**config.mk**
```make
export PLATFORM = sky130hd
export DESIGN_NAME = mdu_iter
export DESIGN_NICKNAME = d
export VERILOG_FILES = /design/src/rtl/mdu_iter.sv
export SDC_FILE = /design/constraint.sdc
export NUM_CORES = 1
export LEC_CHECK = 0
export CORE_MARGIN = 3
export CORE_UTILIZATION = 45
export CTS_CLUSTER_SIZE = 20
export DETAILED_ROUTE_END_ITERATION = 8
export PLACE_DENSITY = 0.69
export SLEW_MARGIN = 20
export SYNTH_ARGS = -nofsm -noshare
export SYNTH_HDL_FRONTEND = slang
export SYNTH_SLANG_ARGS = --single-unit
```
**constraint.sdc**
```tcl
create_clock -name clk -period 13.7 [get_ports clk]
set_clock_uncertainty 0.05 [all_clocks]
set_input_delay 3.425 -clock clk [delete_from_list [all_inputs] [get_ports clk]]
set_output_delay 3.425 -clock clk [all_outputs]
set_load 0.05 [all_outputs]
```
**src/rtl/mdu_iter.sv**
```systemverilog
// mdu_iter -- iterative RV32M multiply/divide unit with regfile writeback.
//
// Accepts one M-extension operation at a time. It computes with a 1-bit-per-cycle
// shift-add multiplier or a restoring divider over 32 iterations, then holds the
// result on the regfile write port until that port is granted.
//
// Handshake: an operation is accepted on a rising edge where I_valid=1, O_ready=1
// and I_flush=0. The write is offered while O_rd_we=1. It commits on the rising
// edge where O_rd_we=1 and I_wb_ready=1. Outputs stay stable until that edge.
//
// Ports:
//   clk, rst            clock (rising edge), synchronous active-high reset
//   I_valid / O_ready   operation request / unit idle and able to accept
//   I_funct3            M-extension funct3 (MUL..REMU)
//   I_rs1_data/rs2_data operands a and b
//   I_rd_waddr          destination register
//   I_flush             kill the in-flight operation (no write is produced)
//   O_busy, O_busy_rd   hazard info: unit occupied, latched rd (0 when idle)
//   O_rd_we/waddr/wdata regfile write port
//   I_wb_ready          regfile write port granted this cycle
//   O_dbg_state         current FSM state (0 IDLE, 1 CALC, 2 DONE)
module mdu_iter #(
    parameter int XLEN   = 32,
    parameter int REG_AW = 5
) (
    input  logic              clk,
    input  logic              rst,
    input  logic              I_valid,
    output logic              O_ready,
    input  logic [2:0]        I_funct3,
    input  logic [XLEN-1:0]   I_rs1_data,
    input  logic [XLEN-1:0]   I_rs2_data,
    input  logic [REG_AW-1:0] I_rd_waddr,
    input  logic              I_flush,
    output logic              O_busy,
    output logic [REG_AW-1:0] O_busy_rd,
    output logic              O_rd_we,
    output logic [REG_AW-1:0] O_rd_waddr,
    output logic [XLEN-1:0]   O_rd_wdata,
    input  logic              I_wb_ready,
    output logic [1:0]        O_dbg_state
);

    localparam logic [1:0] S_IDLE = 2'd0;
    localparam logic [1:0] S_CALC = 2'd1;
    localparam logic [1:0] S_DONE = 2'd2;

    logic [1:0]        state_q, state_d;
    logic [5:0]        cnt_q, cnt_d;
    logic [2:0]        f3_q, f3_d;
    logic [REG_AW-1:0] rd_q, rd_d;
    logic [63:0]       acc_q, acc_d;     // mul: {hi, multiplier}; div: {rem, quo}
    logic [31:0]       b_q, b_d;         // mul: multiplicand; div: divisor
    logic              sign_a_q, sign_a_d;
    logic              neg_q, neg_d;     // sign(a) ^ sign(b) after signedness
    logic [XLEN-1:0]   wdata_q, wdata_d;

    // Operand decode at acceptance time.
    logic        a_signed, b_signed, a_neg, b_neg;
    logic [31:0] a_mag, b_mag;
    logic        div_by_zero, div_ovf, special;
    logic [31:0] special_res;

    always_comb begin
        // Unsigned operands: MULHU (011), DIVU (101), REMU (111); MULHSU has unsigned b.
        a_signed    = (I_funct3 != 3'b011) && (I_funct3 != 3'b101) && (I_funct3 != 3'b111);
        b_signed    = a_signed && (I_funct3 != 3'b010);
        a_neg       = a_signed & I_rs1_data[31];
        b_neg       = b_signed & I_rs2_data[31];
        a_mag       = a_neg ? (32'd0 - I_rs1_data) : I_rs1_data;
        b_mag       = b_neg ? (32'd0 - I_rs2_data) : I_rs2_data;
        div_by_zero = I_funct3[2] && (I_rs2_data == 32'd0);
        // Signed divide ops (DIV 100, REM 110) have funct3[0] clear.
        div_ovf     = I_funct3[2] && !I_funct3[0] &&
                      (I_rs1_data == 32'h8000_0000) && (I_rs2_data == 32'hFFFF_FFFF);
        special     = div_by_zero || div_ovf;
        special_res = 32'd0;
        if (div_by_zero) begin
            special_res = I_funct3[1] ? I_rs1_data : 32'hFFFF_FFFF;
        end else if (div_ovf) begin
            special_res = I_funct3[1] ? 32'd0 : 32'h8000_0000;
        end
    end

    // One iteration of the datapath, shared by both algorithms.
    logic [32:0] mul_sum;
    logic [63:0] mul_step;
    logic [64:0] div_shift;
    logic [32:0] div_trial;
    logic [63:0] div_step;
    logic [63:0] step;
    logic [63:0] prod;
    logic [31:0] quo, rem;
    logic [31:0] final_res;

    always_comb begin
        mul_sum   = {1'b0, acc_q[63:32]} + {1'b0, b_q};
        // The carry out of the add becomes bit 63 after the right shift.
        mul_step  = acc_q[0] ? {mul_sum, acc_q[31:1]} : {1'b0, acc_q[63:1]};
        div_shift = {acc_q, 1'b0};
        div_trial = div_shift[64:32] - {1'b0, b_q};
        // On a failed trial the shifted remainder is below the divisor, so its top bit is 0.
        div_step  = div_trial[32] ? div_shift[63:0]
                                  : {div_trial[31:0], div_shift[31:1], 1'b1};
        step      = f3_q[2] ? div_step : mul_step;
        prod      = neg_q ? (64'd0 - step) : step;
        quo       = neg_q ? (32'd0 - step[31:0]) : step[31:0];
        rem       = sign_a_q ? (32'd0 - step[63:32]) : step[63:32];
        case (f3_q)
            3'b000:                  final_res = prod[31:0];
            3'b001, 3'b010, 3'b011:  final_res = prod[63:32];
            3'b100, 3'b101:          final_res = quo;
            default:                 final_res = rem;
        endcase
    end

    // Next-state logic.
    always_comb begin
        state_d  = state_q;
        cnt_d    = cnt_q;
        f3_d     = f3_q;
        rd_d     = rd_q;
        acc_d    = acc_q;
        b_d      = b_q;
        sign_a_d = sign_a_q;
        neg_d    = neg_q;
        wdata_d  = wdata_q;
        case (state_q)
            S_IDLE: begin
                if (I_valid && !I_flush) begin
                    f3_d     = I_funct3;
                    rd_d     = I_rd_waddr;
                    cnt_d    = 6'd0;
                    acc_d    = {32'd0, (I_funct3[2] ? a_mag : b_mag)};
                    b_d      = I_funct3[2] ? b_mag : a_mag;
                    sign_a_d = a_neg;
                    neg_d    = a_neg ^ b_neg;
                    if (special) begin
                        wdata_d = special_res;
                        state_d = S_DONE;
                    end else begin
                        state_d = S_CALC;
                    end
                end
            end
            S_CALC: begin
                if (I_flush) begin
                    state_d = S_IDLE;
                end else begin
                    acc_d = step;
                    cnt_d = cnt_q + 6'd1;
                    if (cnt_q == 6'd31) begin
                        wdata_d = final_res;
                        state_d = S_DONE;
                    end
                end
            end
            S_DONE: begin
                // Flush and grant both leave DONE; flush just suppresses O_rd_we.
                if (I_flush || I_wb_ready) begin
                    state_d = S_IDLE;
                end
            end
            default: state_d = S_IDLE;
        endcase
    end

    always_ff @(posedge clk) begin
        if (rst) begin
            state_q  <= S_IDLE;
            cnt_q    <= 6'd0;
            f3_q     <= 3'd0;
            rd_q     <= '0;
            acc_q    <= 64'd0;
            b_q      <= 32'd0;
            sign_a_q <= 1'b0;
            neg_q    <= 1'b0;
            wdata_q  <= '0;
        end else begin
            state_q  <= state_d;
            cnt_q    <= cnt_d;
            f3_q     <= f3_d;
            rd_q     <= rd_d;
            acc_q    <= acc_d;
            b_q      <= b_d;
            sign_a_q <= sign_a_d;
            neg_q    <= neg_d;
            wdata_q  <= wdata_d;
        end
    end

    assign O_ready     = (state_q == S_IDLE);
    assign O_busy      = (state_q == S_CALC) || (state_q == S_DONE);
    assign O_busy_rd   = O_busy ? rd_q : '0;
    assign O_rd_we     = (state_q == S_DONE) && !I_flush;
    assign O_rd_waddr  = rd_q;
    assign O_rd_wdata  = wdata_q;
    assign O_dbg_state = state_q;

endmodule

```
==> run summary, run 1 <==
status - finished clean
number of hold buffers added after CTS - 0
max-cap violation count - 0
final instance area - 18300 sq um
final WL - 68800 microns
most frequent cells in the layout - nor2_1, nand2_1, a21oi_1
unrepaired setup endpoints after global routing - false
Die W - 196 microns
P_leak - 6.68 nW
relative max-transition margin - 0.184
H-tree levels - 4
Die Y - 196 microns
Crit path arrival time - 4.84 ns
Power per Cell Area - 163 nW/um^2
met2 wire length - 30300 microns
Longest Clk Path Bufs - 2
CTS clock-pin slew for the worst setup and hold paths - 0.07 ns
wire length on met1 - 28800 microns
Initial Util - 0.457
core area - 35700 sq um
worst-path maximum fanout - 5
Synth cell types - 88
fin crit period - 8.31 ns
commonest non-fill, non-tap cell in the layout - nor2_1
die outline area - 38500 sq um
IO buf count - 123
endpoints failing setup - 0
syn_nets - 2522
Vias - 18500
CTS Sinks - 146
root buffer cell - clkbuf_16
total CTS buffers - 17
Crit. End Element - output pin
Yosys top cell area share - 0.179
worst hold path class - reg -> reg
Mapped Avg Cell Area - 6.87 sq um
antenna cells - 0
IO Count - 124
layout cells sized above 1 - 0.0455
Routed Antenna Nets - 0
gr ovfl total - 0
Critical Path RT - 10.22 ns
setup bufs post-CTS - 0
Async SR Flop Fraction - 0
register area share after synthesis - 0.179
worst vdd ir - 0.0942 mV
top_reg_cell synth - dfxtp_1
row count - 69
FMAX - 0.120 GHz
initial DRC count - 2125
Yosys reg bits - 146
antenna violations before repair - 3
Setup crit start kind - input port
Yosys Warn Count - 0
first-pass GRT wire length - 103000 microns
clock latency on the worst-skew pair - 0.46 ns
synthesis-to-finish area growth - 12.1%
RD Place Congestion - 1.02
DP HPWL - 53700 microns
actual slew at the worst max-slew pin - 1.21 ns
GRT Util Overall - 0.345
Post-synth EDFFs - 0
critical path type - in -> out
largest net degree at the start of global routing - 103
Synth area leader - dfxtp_1
met3 WL - 6020 microns
Netlist Area Pre-Place - 16300 sq um
# DRC - 0
router iterations before antenna repair - 6
wire per inst - 24.1 microns
Slew Viols, Final - 0
DP Area - 17700 sq um
vias in the first global route - 17100
Via density - 6.47
Final Net Count - 2536
CTS tree - yes
top cells by area, synth - dfxtp_1, a21oi_1, nor2_1
cell count after synthesis - 2370
setup TNS - 0 ns
DR top layer - met5
final hold violations - 0
CTS resizes - 0
Tcrit/Tclk final - 0.607
==> per-layer routing <==
metal / up-vias / GRT usage
li1: 8738 / -
met3: 180 / 0.0625
met1: 8690 / 0.460
met2: 889 / 0.541
met5: - / 0
met4: 4 / 0.167
==> cell families after synthesis <==
group	after synthesis	share of synthesized area
AO/OA/AOI/OAI	799	0.319
XOR/XNOR	176	0.0947
adder cells (fa/ha/maj)	75	0.0585
buffers and inverters	234	0.0562
flip-flops	146	0.179
multiplexers	72	0.0449
AND/OR/NAND/NOR	868	0.248
==> through the flow <==
| stage | utilization | hold WS [ns] | std cells | setup slack, ns | total power [mW] |
|---|---|---|---|---|---|
| after floorplan | - | 0.394 | 2370 | 6.11 | 1.89 |
| after global routing | 0.512 | 0.433 | 2858 | 5.34 | 3.14 |
| after global placement | 0.497 | 0.401 | 2826 | 5.39 | 2.45 |
| final | 0.512 | 0.414 | 2858 | 5.39 | 2.99 |
| after detailed placement | 0.497 | 0.408 | 2826 | 5.38 | 2.46 |
| after CTS | 0.512 | 0.415 | 2858 | 5.38 | 2.93 |
==> synth_stat cells (8+ instances only) <==
| library cell | number |
|---|---|
| a221oi_1 | 9 |
| a21oi_1 | 232 |
| and3_1 | 18 |
| ha_1 | 73 |
| a31oi_1 | 35 |
| o21a_1 | 14 |
| dfxtp_1 | 146 |
| o211ai_1 | 42 |
| nand2_1 | 249 |
| o221ai_1 | 10 |
| buf_2 | 11 |
| nand3_1 | 37 |
| xnor2_1 | 102 |
| o21ai_0 | 158 |
| or3_1 | 25 |
| a221o_1 | 8 |
| xor2_1 | 74 |
| or4_1 | 8 |
| and2_1 | 22 |
| or2_2 | 8 |
| nand4_1 | 40 |
| nor4_1 | 21 |
| a21boi_0 | 8 |
| a22oi_1 | 29 |
| buf_1 | 16 |
| nand2b_1 | 19 |
| nor2_1 | 290 |
| clkbuf_1 | 126 |
| mux2i_1 | 65 |
| o41ai_1 | 15 |
| o21bai_1 | 13 |
| nor3_1 | 80 |
| a211oi_1 | 54 |
| a311oi_1 | 20 |
| inv_1 | 76 |
| o31ai_1 | 22 |
| nor2b_1 | 19 |
| a21o_1 | 31 |
| o22ai_1 | 10 |
| a211o_1 | 16 |
==> flip-flops by register name, summed over array words and instances, names as in the netlist <==
signal and flops:
O_rd_waddr 5, sign_a_q 1, O_rd_wdata 32, acc_q 64, neg_q 1, f3_q 3
cnt_q 6, b_q 32, O_dbg_state 2
==> cell type report <==
cell class,count,area (sq um)
Fill cell,3640,17400
Sequential cell,146,2930
Multi-Input combinational cell,1990,12500
Clock buffer,17,425
Timing Repair Buffer,152,1440
Inverter,77,289
Clock inverter,15,121
Tap cell,461,577
==> critical path, stage by stage <==
cell and delay (ns):
clkdlybuf4s50_1 0.47, nor2b_1 0.13, clkdlybuf4s50_1 0.81
==> path summary, 6_finish.rpt <==
check           startpoint              to  slack (ns)  depth (start not counted)
max reg2reg      acc_q[31]  O_rd_wdata[14]        5.95                         24
min reg2reg  O_rd_waddr[4]   O_rd_waddr[4]        0.41                          2
min          O_rd_waddr[4]   O_rd_waddr[4]        0.41                          2
max                I_flush         O_rd_we        5.39                          3
==> report_power, final <==
| group | total [mW] | leakage [nW] | switching, mW | internal, mW |
|---|---|---|---|---|
| sequential | 0.574 | 1.19 | 0.0786 | 0.495 |
| combinational | 1.95 | 5.22 | 1.32 | 0.631 |
| clock | 0.463 | 0.268 | 0.227 | 0.236 |
| total | 2.99 | 6.68 | 1.62 | 1.36 |
No activity file was read; power rests on OpenSTA's default activity.
==> run 2: changes to the inputs <==
==> constraint.sdc (replaced) <==
create_clock -name clk -period 8.1 [get_ports clk]
set_clock_uncertainty 0.05 [all_clocks]
set_input_delay 2.025 -clock clk [delete_from_list [all_inputs] [get_ports clk]]
set_output_delay 2.025 -clock clk [all_outputs]
set_load 0.05 [all_outputs]
==> run 2 against run 1 <==
- sequential share of layout area fell by 0.078 points
- flip-flop and latch count unchanged
- cell count about the same
- critical path type is now reg -> reg
- sequential power grew 69%
- critical path depth is 22 higher
- wire length rose by 0.58%
- setup slack got worse by 4.1 ns
==> run summary, run 2 (synthesis results as in run 1) <==
status - finished clean
Longest Clk Path Bufs - 2
placed insts - 2826
Crit path max-delay family - simple AND/OR/NAND/NOR gates
row count - 69
Vias - 18900
clock latency on the worst-skew pair - 0.45 ns
# DRC - 0
multi-input gate area in the final layout - 12500 sq um
total CTS buffers - 17
Crit. End Element - register
worst-path maximum fanout - 9
WP buf/inv - 2
max reg flops - 64
Die W - 196 microns
CTS clock-pin slew for the worst setup and hold paths - 0.07 ns
RD Place Congestion - 1.01
root buffer cell - clkbuf_16
GRT Util Overall - 0.345
CP Depth - 25
Biggest register - acc_q
DP HPWL - 53200 microns
most frequent cells in the layout - nor2_1, nand2_1, a21oi_1
max-cap violation count - 0
hold_ws - 0.424 ns
P_leak - 6.72 nW
number of hold buffers added after CTS - 0
Setup crit start kind - register
synthesis-to-finish area growth - 12.7%
Slew Viols, Final - 0
initial DRC count - 2503
Tcrit/Tclk final - 0.847
worst vdd ir - 0.154 mV
IO buf count - 123
vias in the first global route - 17000
final hold violations - 0
largest net degree at the start of global routing - 101
post-route insts no fill - 2860
Critical Path RT - 8.40 ns
IO Count - 124
setup TNS - 0 ns
FMAX - 0.146 GHz
endpoints failing setup - 0
Power per Cell Area - 284 nW/um^2
Via density - 6.61
H-tree levels - 4
Routed Antenna Nets - 0
router iterations before antenna repair - 7
final WL - 69200 microns
antenna violations before repair - 4
wire per inst - 24.2 microns
Reg area - 2930 sq um
relative max-transition margin - 0.266
fill count - 3612
commonest non-fill, non-tap cell in the layout - nor2_1
Crit path arrival time - 7.17 ns
critical path type - reg -> reg
setup bufs post-CTS - 0
die outline area - 38500 sq um
Die Y - 196 microns
path depth of the worst reg2reg path - 25
worst hold path class - reg -> reg
gr ovfl total - 0
worst stage delay on the critical path - 0.64 ns
cell depth of the worst min-delay path - 2
CTS Sinks - 146
first-pass GRT wire length - 104000 microns
unrepaired setup endpoints after global routing - false
layout cells sized above 1 - 0.0459
Final Net Count - 2536
actual slew at the worst max-slew pin - 1.09 ns
CTS tree - yes
CTS resizes - 0
slowest CP cell - nor2_1
core area - 35700 sq um
fin crit period - 6.86 ns
Initial Util - 0.457
==> run 2: through the flow <==
step / setup slack, ns / power, mW / utilization / instance area [sq um]
2_1_floorplan: 2.45 / 3.19 / - / 16300
3_3_place_gp: 1.63 / 4.18 / 0.497 / 17700
3_5_place_dp: 1.39 / 4.21 / 0.497 / 17700
4_1_cts: 1.40 / 5.09 / 0.514 / 18300
5_1_grt: 0.885 / 5.45 / 0.515 / 18300
6_report: 1.24 / 5.21 / 0.515 / 18400
==> run 2: final cells by class <==
type                       count  area share
multi-input combinational   1990       0.680
inverter                      77      0.0157
antenna                        2    0.000273
clock buffer                  18      0.0245
timing repair buffer         152      0.0785
sequential                   146       0.159
clock inverter                14     0.00955
tap                          461      0.0314
==> run 2: path summary, 6_finish.rpt <==
check	from	to	slack, ns
min	O_rd_waddr[1]	O_rd_waddr[1]	0.42
max	acc_q[31]	O_rd_wdata[2]	1.24
max reg2reg	acc_q[31]	O_rd_wdata[2]	1.24
min reg2reg	O_rd_waddr[1]	O_rd_waddr[1]	0.42
==> run 2: tightest hold or removal path, delay by kind of cell, from the launching register on <==
kind	cells	cell delay (ns)
simple gates	1	0.05
compound gates	1	0.05
flops	1	0.32
==> run 2: per-layer routing <==
metal  track usage  part of all wire
met5             0           0.00058
met4         0.162             0.053
met3        0.0747              0.11
met2         0.525              0.44
met1         0.465              0.40
==> run 2: power breakdown <==
| group | internal [mW] | leakage [nW] | switching [mW] |
|---|---|---|---|
| combinational | 1.07 | 5.23 | 2.29 |
| sequential | 0.838 | 1.19 | 0.133 |
| clock | 0.508 | 0.304 | 0.373 |
| total | 2.42 | 6.72 | 2.79 |
